## config.mk

```make
export PLATFORM = sky130hd
export DESIGN_NAME = bram_fifo_flat
export DESIGN_NICKNAME = d
export VERILOG_FILES = /design/src/rtl/bram_fifo_if.sv /design/src/rtl/bram_fifo.sv /design/src/flat_wrapper.sv
export SDC_FILE = /design/constraint.sdc
export NUM_CORES = 1
export LEC_CHECK = 0
export CAP_MARGIN = 20
export CELL_PAD_IN_SITES_DETAIL_PLACEMENT = 0
export CELL_PAD_IN_SITES_GLOBAL_PLACEMENT = 2
export CORE_ASPECT_RATIO = 0.9
export CORE_UTILIZATION = 33
export CTS_BUF_LIST = sky130_fd_sc_hd__clkbuf_8
export CTS_CLUSTER_DIAMETER = 50
export CTS_CLUSTER_SIZE = 28
export DETAILED_ROUTE_END_ITERATION = 6
export GPL_TIMING_DRIVEN = 0
export PLACE_DENSITY_LB_ADDON = 0.1
export SETUP_SLACK_MARGIN = 0.3
export SLEW_MARGIN = 20
export SYNTH_ARGS = -nofsm -noshare
export SYNTH_HDL_FRONTEND = slang
export SYNTH_SLANG_ARGS = --single-unit
```

## constraint.sdc

```tcl
create_clock -name CLK -period 3.77 [get_ports CLK]
set_input_delay 0.754 -clock CLK [delete_from_list [all_inputs] [get_ports CLK]]
set_output_delay 0.754 -clock CLK [all_outputs]
set_load 0.005 [all_outputs]
```

## src/rtl/bram_fifo_if.sv

```systemverilog
// bram_fifo_if: FIFO method signals (enq/deq/first/count) plus the BRAM client port.
// master is the FIFO side; slave is the producer/consumer/BRAM-server side.
interface bram_fifo_if #(
    parameter int DEPTH = 1024,
    parameter int WIDTH = 4
);
    localparam int AW   = $clog2(DEPTH);
    localparam int CNTW = $clog2(DEPTH + 3);

    logic             enq_ena;
    logic [WIDTH-1:0] enq_v;
    logic             enq_rdy;
    logic             deq_ena;
    logic             deq_rdy;
    logic [WIDTH-1:0] first;
    logic             first_rdy;
    logic [CNTW-1:0]  count;
    logic             bram_write_ena;
    logic [AW-1:0]    bram_write_addr;
    logic [WIDTH-1:0] bram_write_data;
    logic             bram_write_rdy;
    logic             bram_read_ena;
    logic [AW-1:0]    bram_read_addr;
    logic             bram_read_rdy;
    logic [WIDTH-1:0] bram_data_out;
    logic             bram_data_out_rdy;

    modport master (
        input  enq_ena, enq_v, deq_ena,
        input  bram_write_rdy, bram_read_rdy, bram_data_out, bram_data_out_rdy,
        output enq_rdy, deq_rdy, first, first_rdy, count,
        output bram_write_ena, bram_write_addr, bram_write_data,
        output bram_read_ena, bram_read_addr
    );

    modport slave (
        output enq_ena, enq_v, deq_ena,
        output bram_write_rdy, bram_read_rdy, bram_data_out, bram_data_out_rdy,
        input  enq_rdy, deq_rdy, first, first_rdy, count,
        input  bram_write_ena, bram_write_addr, bram_write_data,
        input  bram_read_ena, bram_read_addr
    );
endinterface

```

## src/rtl/bram_fifo.sv

```systemverilog
// bram_fifo: FIFO with bulk storage in an external one-cycle-latency BRAM and a
// two-entry prefetching output buffer for one-entry-per-cycle throughput.
module bram_fifo #(
    parameter int DEPTH = 1024,
    parameter int WIDTH = 4
) (
    input  logic       CLK,
    input  logic       nRST,
    bram_fifo_if.master io
);
    localparam int AW   = $clog2(DEPTH);
    localparam int CW   = $clog2(DEPTH + 1);
    localparam int CNTW = $clog2(DEPTH + 3);
    localparam logic [AW-1:0] LAST = AW'(DEPTH - 1);
    localparam logic [CW-1:0] FULL = CW'(DEPTH);

    logic [AW-1:0]    wptr_q, wptr_d, rptr_q, rptr_d;
    logic [CW-1:0]    mem_count_q, mem_count_d;
    logic             pending_q, pending_d;
    logic [1:0]       out_count_q, out_count_d;
    logic [WIDTH-1:0] buf0_q, buf0_d, buf1_q, buf1_d;
    logic [1:0]       base;
    logic             cap, rd;

    always_comb begin
        cap         = pending_q && io.bram_data_out_rdy;
        out_count_d = out_count_q + 2'(cap) - 2'(io.deq_ena);
        // only prefetch when the returning word is sure to find a free slot
        rd          = (mem_count_q != '0) && io.bram_read_rdy && !out_count_d[1];
        base        = out_count_q - 2'(io.deq_ena);
        wptr_d      = io.enq_ena ? (wptr_q == LAST ? '0 : wptr_q + AW'(1)) : wptr_q;
        rptr_d      = rd ? (rptr_q == LAST ? '0 : rptr_q + AW'(1)) : rptr_q;
        mem_count_d = mem_count_q + CW'(io.enq_ena) - CW'(rd);
        pending_d   = rd;
        buf0_d      = (cap && base == 2'd0) ? io.bram_data_out : (io.deq_ena ? buf1_q : buf0_q);
        buf1_d      = (cap && base == 2'd1) ? io.bram_data_out : buf1_q;
    end

    always_ff @(posedge CLK or negedge nRST) begin
        if (!nRST) begin
            wptr_q      <= '0;
            rptr_q      <= '0;
            mem_count_q <= '0;
            pending_q   <= 1'b0;
            out_count_q <= '0;
        end else begin
            wptr_q      <= wptr_d;
            rptr_q      <= rptr_d;
            mem_count_q <= mem_count_d;
            pending_q   <= pending_d;
            out_count_q <= out_count_d;
        end
    end

    always_ff @(posedge CLK) begin
        buf0_q <= buf0_d;
        buf1_q <= buf1_d;
    end

    assign io.enq_rdy         = (mem_count_q != FULL) && io.bram_write_rdy;
    assign io.first_rdy       = out_count_q != '0;
    assign io.deq_rdy         = io.first_rdy;
    assign io.first           = buf0_q;
    assign io.count           = CNTW'(mem_count_q) + CNTW'(pending_q) + CNTW'(out_count_q);
    assign io.bram_write_ena  = io.enq_ena;
    assign io.bram_write_addr = wptr_q;
    assign io.bram_write_data = io.enq_v;
    assign io.bram_read_ena   = rd;
    assign io.bram_read_addr  = rptr_q;
endmodule

```

## src/flat_wrapper.sv

```systemverilog
// flat-port wrapper written by rule: the top's interface ports become plain ports
module bram_fifo_flat 
#(
    parameter int DEPTH = 1024,
    parameter int WIDTH = 4
)
  (CLK, nRST, io_enq_ena, io_enq_v, io_deq_ena, io_bram_write_rdy, io_bram_read_rdy, io_bram_data_out, io_bram_data_out_rdy, io_enq_rdy, io_deq_rdy, io_first, io_first_rdy, io_count, io_bram_write_ena, io_bram_write_addr, io_bram_write_data, io_bram_read_ena, io_bram_read_addr);
  bram_fifo_if #(.DEPTH(DEPTH), .WIDTH(WIDTH)) io_i ();
  input  logic CLK;
  input  logic nRST;
  input wire logic [$bits(io_i.enq_ena)-1:0] io_enq_ena;
  input wire logic [$bits(io_i.enq_v)-1:0] io_enq_v;
  input wire logic [$bits(io_i.deq_ena)-1:0] io_deq_ena;
  input wire logic [$bits(io_i.bram_write_rdy)-1:0] io_bram_write_rdy;
  input wire logic [$bits(io_i.bram_read_rdy)-1:0] io_bram_read_rdy;
  input wire logic [$bits(io_i.bram_data_out)-1:0] io_bram_data_out;
  input wire logic [$bits(io_i.bram_data_out_rdy)-1:0] io_bram_data_out_rdy;
  output wire logic [$bits(io_i.enq_rdy)-1:0] io_enq_rdy;
  output wire logic [$bits(io_i.deq_rdy)-1:0] io_deq_rdy;
  output wire logic [$bits(io_i.first)-1:0] io_first;
  output wire logic [$bits(io_i.first_rdy)-1:0] io_first_rdy;
  output wire logic [$bits(io_i.count)-1:0] io_count;
  output wire logic [$bits(io_i.bram_write_ena)-1:0] io_bram_write_ena;
  output wire logic [$bits(io_i.bram_write_addr)-1:0] io_bram_write_addr;
  output wire logic [$bits(io_i.bram_write_data)-1:0] io_bram_write_data;
  output wire logic [$bits(io_i.bram_read_ena)-1:0] io_bram_read_ena;
  output wire logic [$bits(io_i.bram_read_addr)-1:0] io_bram_read_addr;
  assign io_i.enq_ena = io_enq_ena;
  assign io_i.enq_v = io_enq_v;
  assign io_i.deq_ena = io_deq_ena;
  assign io_i.bram_write_rdy = io_bram_write_rdy;
  assign io_i.bram_read_rdy = io_bram_read_rdy;
  assign io_i.bram_data_out = io_bram_data_out;
  assign io_i.bram_data_out_rdy = io_bram_data_out_rdy;
  assign io_enq_rdy = io_i.enq_rdy;
  assign io_deq_rdy = io_i.deq_rdy;
  assign io_first = io_i.first;
  assign io_first_rdy = io_i.first_rdy;
  assign io_count = io_i.count;
  assign io_bram_write_ena = io_i.bram_write_ena;
  assign io_bram_write_addr = io_i.bram_write_addr;
  assign io_bram_write_data = io_i.bram_write_data;
  assign io_bram_read_ena = io_i.bram_read_ena;
  assign io_bram_read_addr = io_i.bram_read_addr;
  bram_fifo #(.DEPTH(DEPTH), .WIDTH(WIDTH)) u_core (.CLK(CLK), .nRST(nRST), .io(io_i));
endmodule
```

==> out/results.txt, run 1 <==
HPWL after DPL -> 4180 microns
Setup violations, final -> 0
EDFF count, synth -> 8
Seq pwr share -> 27.6%
Die W -> 95.8 microns
Grt total ovfl -> 0
First-pass DRT Iterations -> 4
ANT nets after route -> 0
Seq/Total Area, Yosys -> 41.7%
Initial core utilization -> 34.3%
Std-Cell Rows -> 30
Largest net degree at the start of global routing -> 28
Die height -> 86.4 microns
Total power -> 3.00 mW
Worst R2R End -> u_core.mem_count_q[10]
Switching part of the total -> 40.1%
Most frequent cell after synthesis -> dfrtp_1
Worst stage delay on the critical path -> 0.52 ns
Synthesized Nets -> 294
FF+latch count, synth -> 42
DR iter-0 viols -> 46
Final Cycle Share -> 89.8%
First-pass GRT wire length -> 9080 microns
Clk sinks -> 42
Worst VDD drop -> 0.361 mV
Logic gate share of total power -> 62.7%
Area fraction of the dominant cell type after synthesis -> 32.6%
Root Buffer -> clkbuf_8
Clock share of power -> 9.7%
Placer Congestion -> 0.746
Crit path max fanout -> 7
Via count -> 1900
DIE AREA -> 8280 sq um
Syn-to-layout area delta -> 34.8%
R2R depth -> 17
Most used DFF post-synth -> dfrtp_1
Net Sw Power -> 1.20 mW
Post-Synthesis Cells -> 249
Largest area contributor in the netlist -> dfrtp_1
Worst slew pin tran -> 0.416 ns
Synth Warn # -> 0
Worst reg2reg setup slack -> 0.67 ns
CP Capture Point -> io_bram_read_ena
Fill count -> 738
Most used cell, CP -> ha_4
Final hold violations -> 0
Finished Layout Cells -> 413
Tmin final -> 3.38 ns
Storage cell area -> 1090 sq um
WS Path Type -> in -> out
Num CTS Buffers -> 5
Placed instance count -> 400
Slew headroom -> 72.3%
Port-buffer cells -> 54
DRT Wirelength -> 5490 microns
Post-Route Skew -> 0.00595 ns
GR Util All Layers -> 14.5%
CTS Hold Bufs -> 0
Status -> finished, final reports clean
Reg2reg start -> u_core.out_count_q[0]
Drc violations -> 0
Ports -> 59
Inserted Diodes -> 0
Vias in the first global route -> 1834
Internal Power -> 1.80 mW
Synthesized area per cell -> 10.5 sq um
Post-DR vias/cell -> 4.60
Hold Path Class -> in -> async
Bufs on Longest Clock Path -> 2
Synth area leaders -> dfrtp_1, ha_1, edfxtp_1, xnor2_1, inv_1
Required @ worst endpoint -> 3.02 ns
Area of the multi-input gates -> 1470 sq um
Fin nets -> 361
PD cells -> 851 nW/um^2
RSZ-0062 raised after global routing -> no
Crit. End Element -> primary output
Core footprint -> 7620 sq um
Launch point of the worst path -> io_deq_ena
Fin. max-slew vios -> 0
Ordered cell list for the critical path -> dlygate4sd2_1 > ha_4 > inv_2 > ha_4 > xnor3_2 > o311ai_4 > inv_4 > buf_4 > clkdlybuf4s50_1
Clk pin slew, worst setup/hold paths -> 0.08 ns
Fmax -> 295 MHz
Routed WL per cell -> 13.3 microns
H-tree depth -> 2
Post-synth top cells -> dfrtp_1, inv_1, ha_1
Layout cells sized above 1 -> 15.8%
Synthesized area -> 2610 sq um
Slowest library cell on the worst path -> clkdlybuf4s50_1
Crit path arrival time -> 2.63 ns
Async set or reset register ratio after synthesis -> 81.0%
Distinct cells, synth -> 42
Skew-Pair Late Insertion Delay -> 0.29 ns
Max Cap Viol -> 0
Leakage power -> 1.53 nW
Worst setup SP type -> input pin
TritonCTS clock tree -> built
Initial antenna violation count -> 0
==> how the worst min path moves through the flow <==
stage | to | startpoint | slack, ns | cells past startpoint
after CTS | u_core.mem_count_q[4] | nRST | 0.31 | 1
after floorplan | u_core.io.bram_read_addr[0] | nRST | 0.46 | 0
after detailed placement | u_core.io.bram_read_addr[8] | u_core.io.bram_read_addr[8] | 0.49 | 1
after global routing | u_core.mem_count_q[1] | nRST | 0.30 | 1
after global placement | u_core.io.bram_read_addr[8] | u_core.io.bram_read_addr[8] | 0.49 | 1
final | u_core.mem_count_q[1] | nRST | 0.31 | 1
==> power by group through the flow <==
stage | Clock, mW | Sequential (mW) | Combinational, mW
after CTS | 0.308 | 0.830 | 1.84
after global routing | 0.328 | 0.862 | 2.13
final | 0.290 | 0.829 | 1.88
after global placement | 0 | 0.838 | 1.70
after floorplan | 0 | 0.794 | 1.10
after detailed placement | 0 | 0.839 | 1.70
==> stage by stage <==
stage | setup slack [ns] | instance area [sq um] | hold WS (ns) | utilization, % | TNS, ns
5_1_grt | 0.299 | 3520 | 0.303 | 46.2 | 0
3_3_place_gp | -0.499 | 3280 | 0.490 | 43.1 | -1.93
2_1_floorplan | 0.303 | 2620 | 0.458 | - | 0
4_1_cts | 0.295 | 3450 | 0.308 | 45.3 | 0
3_5_place_dp | -0.508 | 3300 | 0.490 | 43.3 | -1.91
6_report | 0.386 | 3520 | 0.312 | 46.2 | 0
==> registers in the layout (all words and copies together) (netlist names) <==
register,cells
u_core.mem_count_q,11
u_core.io.bram_read_addr,10
u_core.io.bram_write_addr,10
u_core.buf1_q,4
u_core.io.first,4
u_core.out_count_q,2
u_core.pending_q,1
==> worst max-delay path, delay by kind of cell <==
kind                     cells  cell delay [ns]
adder cells (fa/ha/maj)      2             0.43
buffers and inverters        5             1.09
XOR/XNOR                     1             0.24
AO/OA/AOI/OAI                1             0.11
==> layout by cell type (no fill, tap or decap), types with 5 or more instances in the layout <==
cell             netlist  layout
dfrtp_1               34      34
and3_1                 6       5
a21oi_1                8       6
buf_4                  6      11
inv_1                 29      28
edfxtp_1               8       8
xor2_1                 5       5
nand3_1               10      10
xnor2_1               26      25
clkbuf_8               0       5
o21ai_0                7       7
nand2_1               16      16
nand4_1                8       8
nor2_1                13      13
ha_1                  27      23
clkdlybuf4s50_1        0      52
==> area by class of cell <==
cell class                      instances  share of cell area (%)
Tap cell                               96                    3.41
Sequential cell                        42                    31.0
Clock buffer                            5                    1.95
Multi-Input combinational cell        171                    41.8
Inverter                               30                    3.27
Buffer                                  6                    1.28
Clock inverter                          3                   0.497
Timing Repair Buffer                   60                    16.8
==> cell families after synthesis <==
logic type      count (synthesis)  share of synthesized area (%)
mux                             4                           1.72
xor+xnor                       32                           11.3
compound gates                 34                           9.10
simple gates                   71                           14.8
buf+inv                        36                           6.13
fa+ha+maj                      30                           15.2
flops                          42                           41.7
==> routing by layer <==
metal	vias up	track usage (%)	share of wire [%]
li1	975	-	-
met1	875	20.6	51
met2	45	22.1	43
met3	5	2.81	4.9
met4	0	4.48	1.0
met5	-	0	0
==> what timing repair did <==
| action | 4_1_cts | 5_1_grt |
|---|---|---|
| setup endpoints to repair | 7 | 6 |
| pin swaps | 6 | 6 |
| gates resized for setup | 10 | 11 |
| buffers inserted | 3 | 2 |
(Power assumes the default switching activity.)
==> run 2: changes to the inputs <==
CORE_MARGIN = 3   (was default)
REMOVE_ABC_BUFFERS = 1   (was default)
SLEW_MARGIN = 5   (was 20)
==> run 2 against run 1 <==
Against the previous run:
- sequential share of layout area increased by 1.0 points
- clock skew increased by 0.0012 ns
- highest routed layer unchanged
- final cell count down 2.4%
- clock power barely moved
- routed wire length increased by 6.2%
- total power shrank 0.11%
- flip-flop and latch count stayed put
- critical path depth increased by 8
- hold slack better by 0.089 ns
- design area fell by 3.2%
- register-to-register slack got worse by 0.05 ns
- non-clock buffer count down 10
==> out/results.txt, run 2 (synthesized netlist as in run 1, its figures left out) <==
Core footprint -> 7620 sq um (unchanged)
RSZ-0062 raised after global routing -> no
GR Util All Layers -> 13.5% (-0.93 points)
Post-DR vias/cell -> 4.78 (+3.8%)
Clk pin slew, worst setup/hold paths -> 0.09 ns (about the same)
Layout cells sized above 1 -> 13.4% (-2.4 points)
Worst setup SP type -> input pin
Syn-to-layout area delta -> 30.4%
HPWL after DPL -> 4420 microns (+5.5%)
Utilization after layout -> 44.7% (-1.5 points)
Tmin final -> 3.28 ns (-0.101 ns)
Largest register FFs -> 11 (unchanged)
Worst slew pin tran -> 0.466 ns (+0.0505 ns)
Slew headroom -> 68.9% (-3.4 points)
Initial antenna violation count -> 0 (unchanged)
Placed instance count -> 390 (-2.5%)
ANT nets after route -> 0 (unchanged)
Crit path max fanout -> 3 (-4)
TritonCTS clock tree -> built
Via count -> 1925 (+1.3%)
Hold Path Class -> in -> async
Ports -> 59 (unchanged)
Leakage power -> 1.49 nW (-2.4%)
Fmax -> 305 MHz (+3.1%)
Status -> finished, final reports clean
PD cells -> 879 nW/um^2 (+3.2%)
Drc violations -> 0 (unchanged)
Finished Layout Cells -> 403 (-2.4%)
Skew-Pair Late Insertion Delay -> 0.29 ns (about the same)
Std-Cell Rows -> 30 (unchanged)
DRT Wirelength -> 5820 microns (+6.2%)
Die height -> 90.4 microns (+4.6%)
Final hold violations -> 0 (unchanged)
Crit path arrival time -> 3.50 ns (+0.87 ns)
Num CTS Buffers -> 5 (unchanged)
Die W -> 99.8 microns (+4.2%)
Fin nets -> 351 (-2.8%)
Final Cycle Share -> 87.1% (-2.7 points)
DIE AREA -> 9030 sq um (+9.0%)
H-tree depth -> 2 (unchanged)
Post-Route Skew -> 0.00714 ns (+0.00119 ns)
Placed Area -> 3210 sq um (-2.5%)
Clk sinks -> 42 (unchanged)
Largest net degree at the start of global routing -> 20 (-29%)
Bufs on Longest Clock Path -> 2 (unchanged)
Hold Slack -> 0.401 ns (+0.0890 ns)
Finished layout cell area -> 3410 sq um (-3.2%)
Required @ worst endpoint -> 3.98 ns (+0.96 ns)
Initial core utilization -> 34.3% (unchanged)
Grt total ovfl -> 0 (unchanged)
Max Cap Viol -> 0 (unchanged)
Inserted Diodes -> 0 (unchanged)
First-pass DRT Iterations -> 4 (unchanged)
Placer Congestion -> 0.756 (+1.3%)
Port-buffer cells -> 50 (-7.4%)
Commonest cells after routing, fill and taps aside -> clkdlybuf4s50_1, dfrtp_1, inv_1
Worst VDD drop -> 0.389 mV (+7.7%)
Fin. max-slew vios -> 0 (unchanged)
Root Buffer -> clkbuf_8
Commonest non-fill, non-tap cell in the layout -> clkdlybuf4s50_1
Setup_tns -> 0 ns (unchanged)
WS Path Type -> in -> reg
Most flops, register -> u_core.mem_count_q
DR iter-0 viols -> 38 (-17%)
Crit. End Element -> flop
Setup violations, final -> 0 (unchanged)
Routed WL per cell -> 14.5 microns (+8.8%)
Vias in the first global route -> 1980 (+8.0%)
First-pass GRT wire length -> 9940 microns (+9.4%)
-- run 2: cell types whose count changed in the layout (fill, tap and decap cells not counted), sizes merged --
| cell | delta |
|---|---|
| dlymetal6s2s | +2 |
| clkbuf | +1 |
| dlygate4sd2 | -1 |
| buf | -6 |
| clkdlybuf4s50 | -6 |
-- run 2: final timing paths --
path	cells after the start	start	to	slack, ns
setup / recovery	17	io_deq_ena	u_core.mem_count_q[10]	0.49
min in group CLK	1	u_core.io.bram_read_addr[8]	u_core.io.bram_read_addr[8]	0.51
hold / removal	1	nRST	u_core.io.bram_write_addr[2]	0.40
hold reg to reg	1	u_core.io.bram_read_addr[8]	u_core.io.bram_read_addr[8]	0.51
setup reg to reg	17	u_core.out_count_q[0]	u_core.mem_count_q[10]	0.62
max in group asynchronous	2	nRST	u_core.io.bram_read_addr[5]	2.91
-- run 2: what timing repair did --
| item | in CTS | in global routing |
|---|---|---|
| resized for setup | 12 | 9 |
| pin swaps | 6 | 8 |
| setup buffers | 4 | 1 |
| hold endpoints to repair | 0 | 0 |
| hold buffers | 0 | 0 |
| setup endpoints to repair | 7 | 6 |
-- run 2: metal layers --
layer	wire length, microns	share of wire (%)	global-route usage [%]
met5	0	0	0
met4	93	1.6	4.10
met3	256	4.4	3.01
met2	2640	45	20.9
met1	2840	49	18.9
-- run 2: report_power, final --
| part | switching, mW | internal [mW] |
|---|---|---|
| Clock | 0.164 | 0.128 |
| Sequential | 0.204 | 0.627 |
| Combinational | 0.855 | 1.02 |
-- run 2: cell type report --
class                           count  area, sq um
Fill cell                         774         4210
Timing Repair Buffer               56          564
Clock inverter                      3         17.5
Clock buffer                        5         68.8
Inverter                           30          115
Tap cell                           96          120
Multi-Input combinational cell    171         1430
Sequential cell                    42         1090
-- run 2: stage by stage --
step | power (mW) | setup WS, ns
final | 3.00 | 0.486
after global routing | 3.29 | 0.354
after CTS | 3.01 | 0.296
after detailed placement | 2.55 | -0.657
after global placement | 2.53 | -0.617
after floorplan | 1.87 | 0.259
-- run 2: worst max-delay path, cell delays in order --
cell and delay, ns:
clkbuf_2 0.09, ha_1 0.30, inv_1 0.07, ha_2 0.16
xnor3_2 0.28, o311ai_4 0.11, inv_4 0.07, ha_4 0.22
inv_1 0.05, ha_2 0.17, inv_2 0.04, fa_2 0.34
nand2b_4 0.16, a21oi_4 0.19, a31oi_4 0.13, a31oi_2 0.21
xnor2_1 0.14
==> run 3: changes to the inputs <==
--- a/config.mk
+++ b/config.mk
@@ -10,6 +10,6 @@
 export CELL_PAD_IN_SITES_GLOBAL_PLACEMENT = 2
 export CORE_ASPECT_RATIO = 0.9
-export CORE_MARGIN = 3
-export CORE_UTILIZATION = 33
+export CORE_MARGIN = 10
+export CORE_UTILIZATION = 30
 export CTS_BUF_LIST = sky130_fd_sc_hd__clkbuf_8
 export CTS_CLUSTER_DIAMETER = 50
==> constraint.sdc (replaced) <==
create_clock -name CLK -period 2.84 [get_ports CLK]
set_input_delay 0.568 -clock CLK [delete_from_list [all_inputs] [get_ports CLK]]
set_output_delay 0.568 -clock CLK [all_outputs]
set_load 0.1 [all_outputs]
==> run 3 against run 2 <==
Against the previous run:
- hold slack worse by 0.25 ns
- sequential share of layout area is 3.7 points lower
- worst setup slack worse by 0.63 ns
- highest routed layer unchanged
- critical path type is now reg -> reg
- clock-buffer cell count stayed put
- utilization is 0.75 points higher
- first-iteration DRC count is 61% higher
- critical endpoint is now u_core.mem_count_q[6]
- the run now ends with negative setup slack left
==> out/results.txt, run 3 (synthesized netlist as in run 1, its figures left out) <==
Layer with the highest usage -> met2
Post-DR vias/cell -> 4.45 (-6.8%)
Launch point of the worst path -> u_core.mem_count_q[3]
Crit path arrival time -> 3.18 ns (-0.32 ns)
HPWL after DPL -> 4840 microns (+9.6%)
Vias in the first global route -> 1901 (-4.0%)
GR Util All Layers -> 10.1% (-3.4 points)
Clk sinks -> 42 (unchanged)
Std-Cell Rows -> 32 (+6.7%)
Finished layout cell area -> 3880 sq um (+14%)
Required @ worst endpoint -> 3.03 ns (-0.95 ns)
DIE AREA -> 12900 sq um (+42%)
Worst setup margin -> -0.149 ns (-0.635 ns)
Commonest non-fill, non-tap cell in the layout -> dfrtp_1
First-pass GRT wire length -> 10500 microns (+5.8%)
DR iter-0 viols -> 61 (+61%)
Die height -> 109 microns (+20%)
Setup violations, final -> 6 (+6)
Failing checks -> negative setup slack
Final hold violations -> 0 (unchanged)
DRT Wirelength -> 6600 microns (+13%)
Met2 usage -> 16.5% (-4.4 points)
Most flops, register -> u_core.mem_count_q
Fin nets -> 369 (+5.1%)
Largest register FFs -> 11 (unchanged)
Commonest cells after routing, fill and taps aside -> dfrtp_1, clkdlybuf4s50_1, ha_1
GR met1 Demand/Resource -> 13.1% (-5.8 points)
Placed Area -> 3230 sq um (+0.66%)
Crit. End Element -> flop
Post-Route Skew -> 0.00197 ns (-0.00517 ns)
Grt total ovfl -> 0 (unchanged)
TritonCTS clock tree -> built
Num CTS Buffers -> 5 (unchanged)
Tmin final -> 2.99 ns
Routed WL per cell -> 14.9 microns (+2.8%)
Hold Path Class -> in -> async
Via count -> 1976 (+2.6%)
Initial antenna violation count -> 0 (unchanged)
Syn-to-layout area delta -> 48.4%
Worst slew pin tran -> 0.983 ns (+0.517 ns)
Crit path max fanout -> 3 (unchanged)
Final Cycle Share -> 105%
Initial core utilization -> 30.6% (-3.7 points)
Status -> finished, violations left
Port-buffer cells -> 50 (unchanged)
Die W -> 118 microns (+19%)
Skew-Pair Late Insertion Delay -> 0.30 ns (about the same)
Reg2reg start -> u_core.mem_count_q[3]
RSZ-0062 raised after global routing -> yes
First-pass DRT Iterations -> 6 (+2)
Fmax -> 335 MHz
Met3 usage -> 2.29% (-0.72 points)
Fin. max-slew vios -> 0 (unchanged)
Bufs on Longest Clock Path -> 2 (unchanged)
Largest net degree at the start of global routing -> 25 (+25%)
Root Buffer -> clkbuf_8
Worst setup SP type -> flop
Layout cells sized above 1 -> 32.6% (+19 points)
H-tree depth -> 2 (unchanged)
Max Cap Viol -> 0 (unchanged)
Clk pin slew, worst setup/hold paths -> 0.09 ns (about the same)
Placer Congestion -> 0.729 (-3.5%)
ANT nets after route -> 0 (unchanged)
WS Path Type -> reg -> reg
Inserted Diodes -> 0 (unchanged)
Ports -> 59 (unchanged)
Slew headroom -> 34.3% (-35 points)
Setup_tns -> -0.512 ns (-0.512 ns)
Drc violations -> 0 (unchanged)
Core footprint -> 8530 sq um (+12%)
-- run 3: cell count changes in the layout (fill, tap and decap cells not counted), sizes merged --
cell,before,now
dlygate4sd2,0,6
dlymetal6s2s,2,6
buf,7,37
clkdlybuf4s18,0,1
clkdlybuf4s50,46,23
-- run 3: what timing repair did --
action / CTS / global route
hold endpoints to repair: 0 / 0
endpoints found under the setup margin: 29 / 28
gates cloned: 0 / 0
buffers inserted: 8 / 15
gates resized for setup: 133 / 54
pin swaps: 21 / 19
hold buffers: 0 / 0
-- run 3: per-layer routing --
layer | vias to the layer above | share of wire, %
li1 | 993 | -
met1 | 937 | 47
met2 | 38 | 48
met3 | 8 | 3.5
met4 | 0 | 1.1
met5 | - | 0
-- run 3: final timing paths --
kind                                                endpoint  slack [ns]  cells after the start
worst min register to register   u_core.io.bram_read_addr[8]        0.50                      1
max in group asynchronous              u_core.mem_count_q[8]        2.24                      2
worst max-delay path                   u_core.mem_count_q[6]       -0.15                     15
min in group CLK                 u_core.io.bram_read_addr[8]        0.50                      1
worst min-delay path            u_core.io.bram_write_addr[9]        0.15                      1
worst max register to register         u_core.mem_count_q[6]       -0.15                     15
-- run 3: critical path, cell delays in order (launching register included) --
cell	delay [ns]
dfrtp_2	0.43
inv_1	0.09
ha_1	0.16
nand4bb_1	0.18
o311ai_4	0.37
inv_4	0.07
ha_4	0.22
inv_2	0.06
ha_4	0.13
inv_2	0.04
fa_2	0.33
nand2b_4	0.15
a21oi_4	0.19
a31oi_4	0.14
nor2b_2	0.19
xnor2_1	0.12
-- run 3: cell type report --
class | instances | area, sq um
fillers | 836 | 4650
multi-input cells | 171 | 1640
flip-flops and latches | 42 | 1100
repair buffers | 74 | 786
well taps | 119 | 149
inverters | 30 | 118
clock buffers | 5 | 68.8
clock inverters | 3 | 17.5
-- run 3: stage by stage --
stage / setup WS [ns] / hold WS [ns] / instances / utilization, %
after floorplan: -0.785 / 0.272 / 243 / -
after global placement: -1.41 / 0.489 / 412 / 37.7
after detailed placement: -1.40 / 0.482 / 413 / 37.9
after CTS: -0.176 / 0.152 / 429 / 41.6
after global routing: -0.303 / 0.156 / 444 / 45.5
final: -0.149 / 0.146 / 444 / 45.5
Power of run 3 is left out: the tool's default activity adds up to more than one toggle a clock period on the data nets, which glitch-free logic cannot reach.
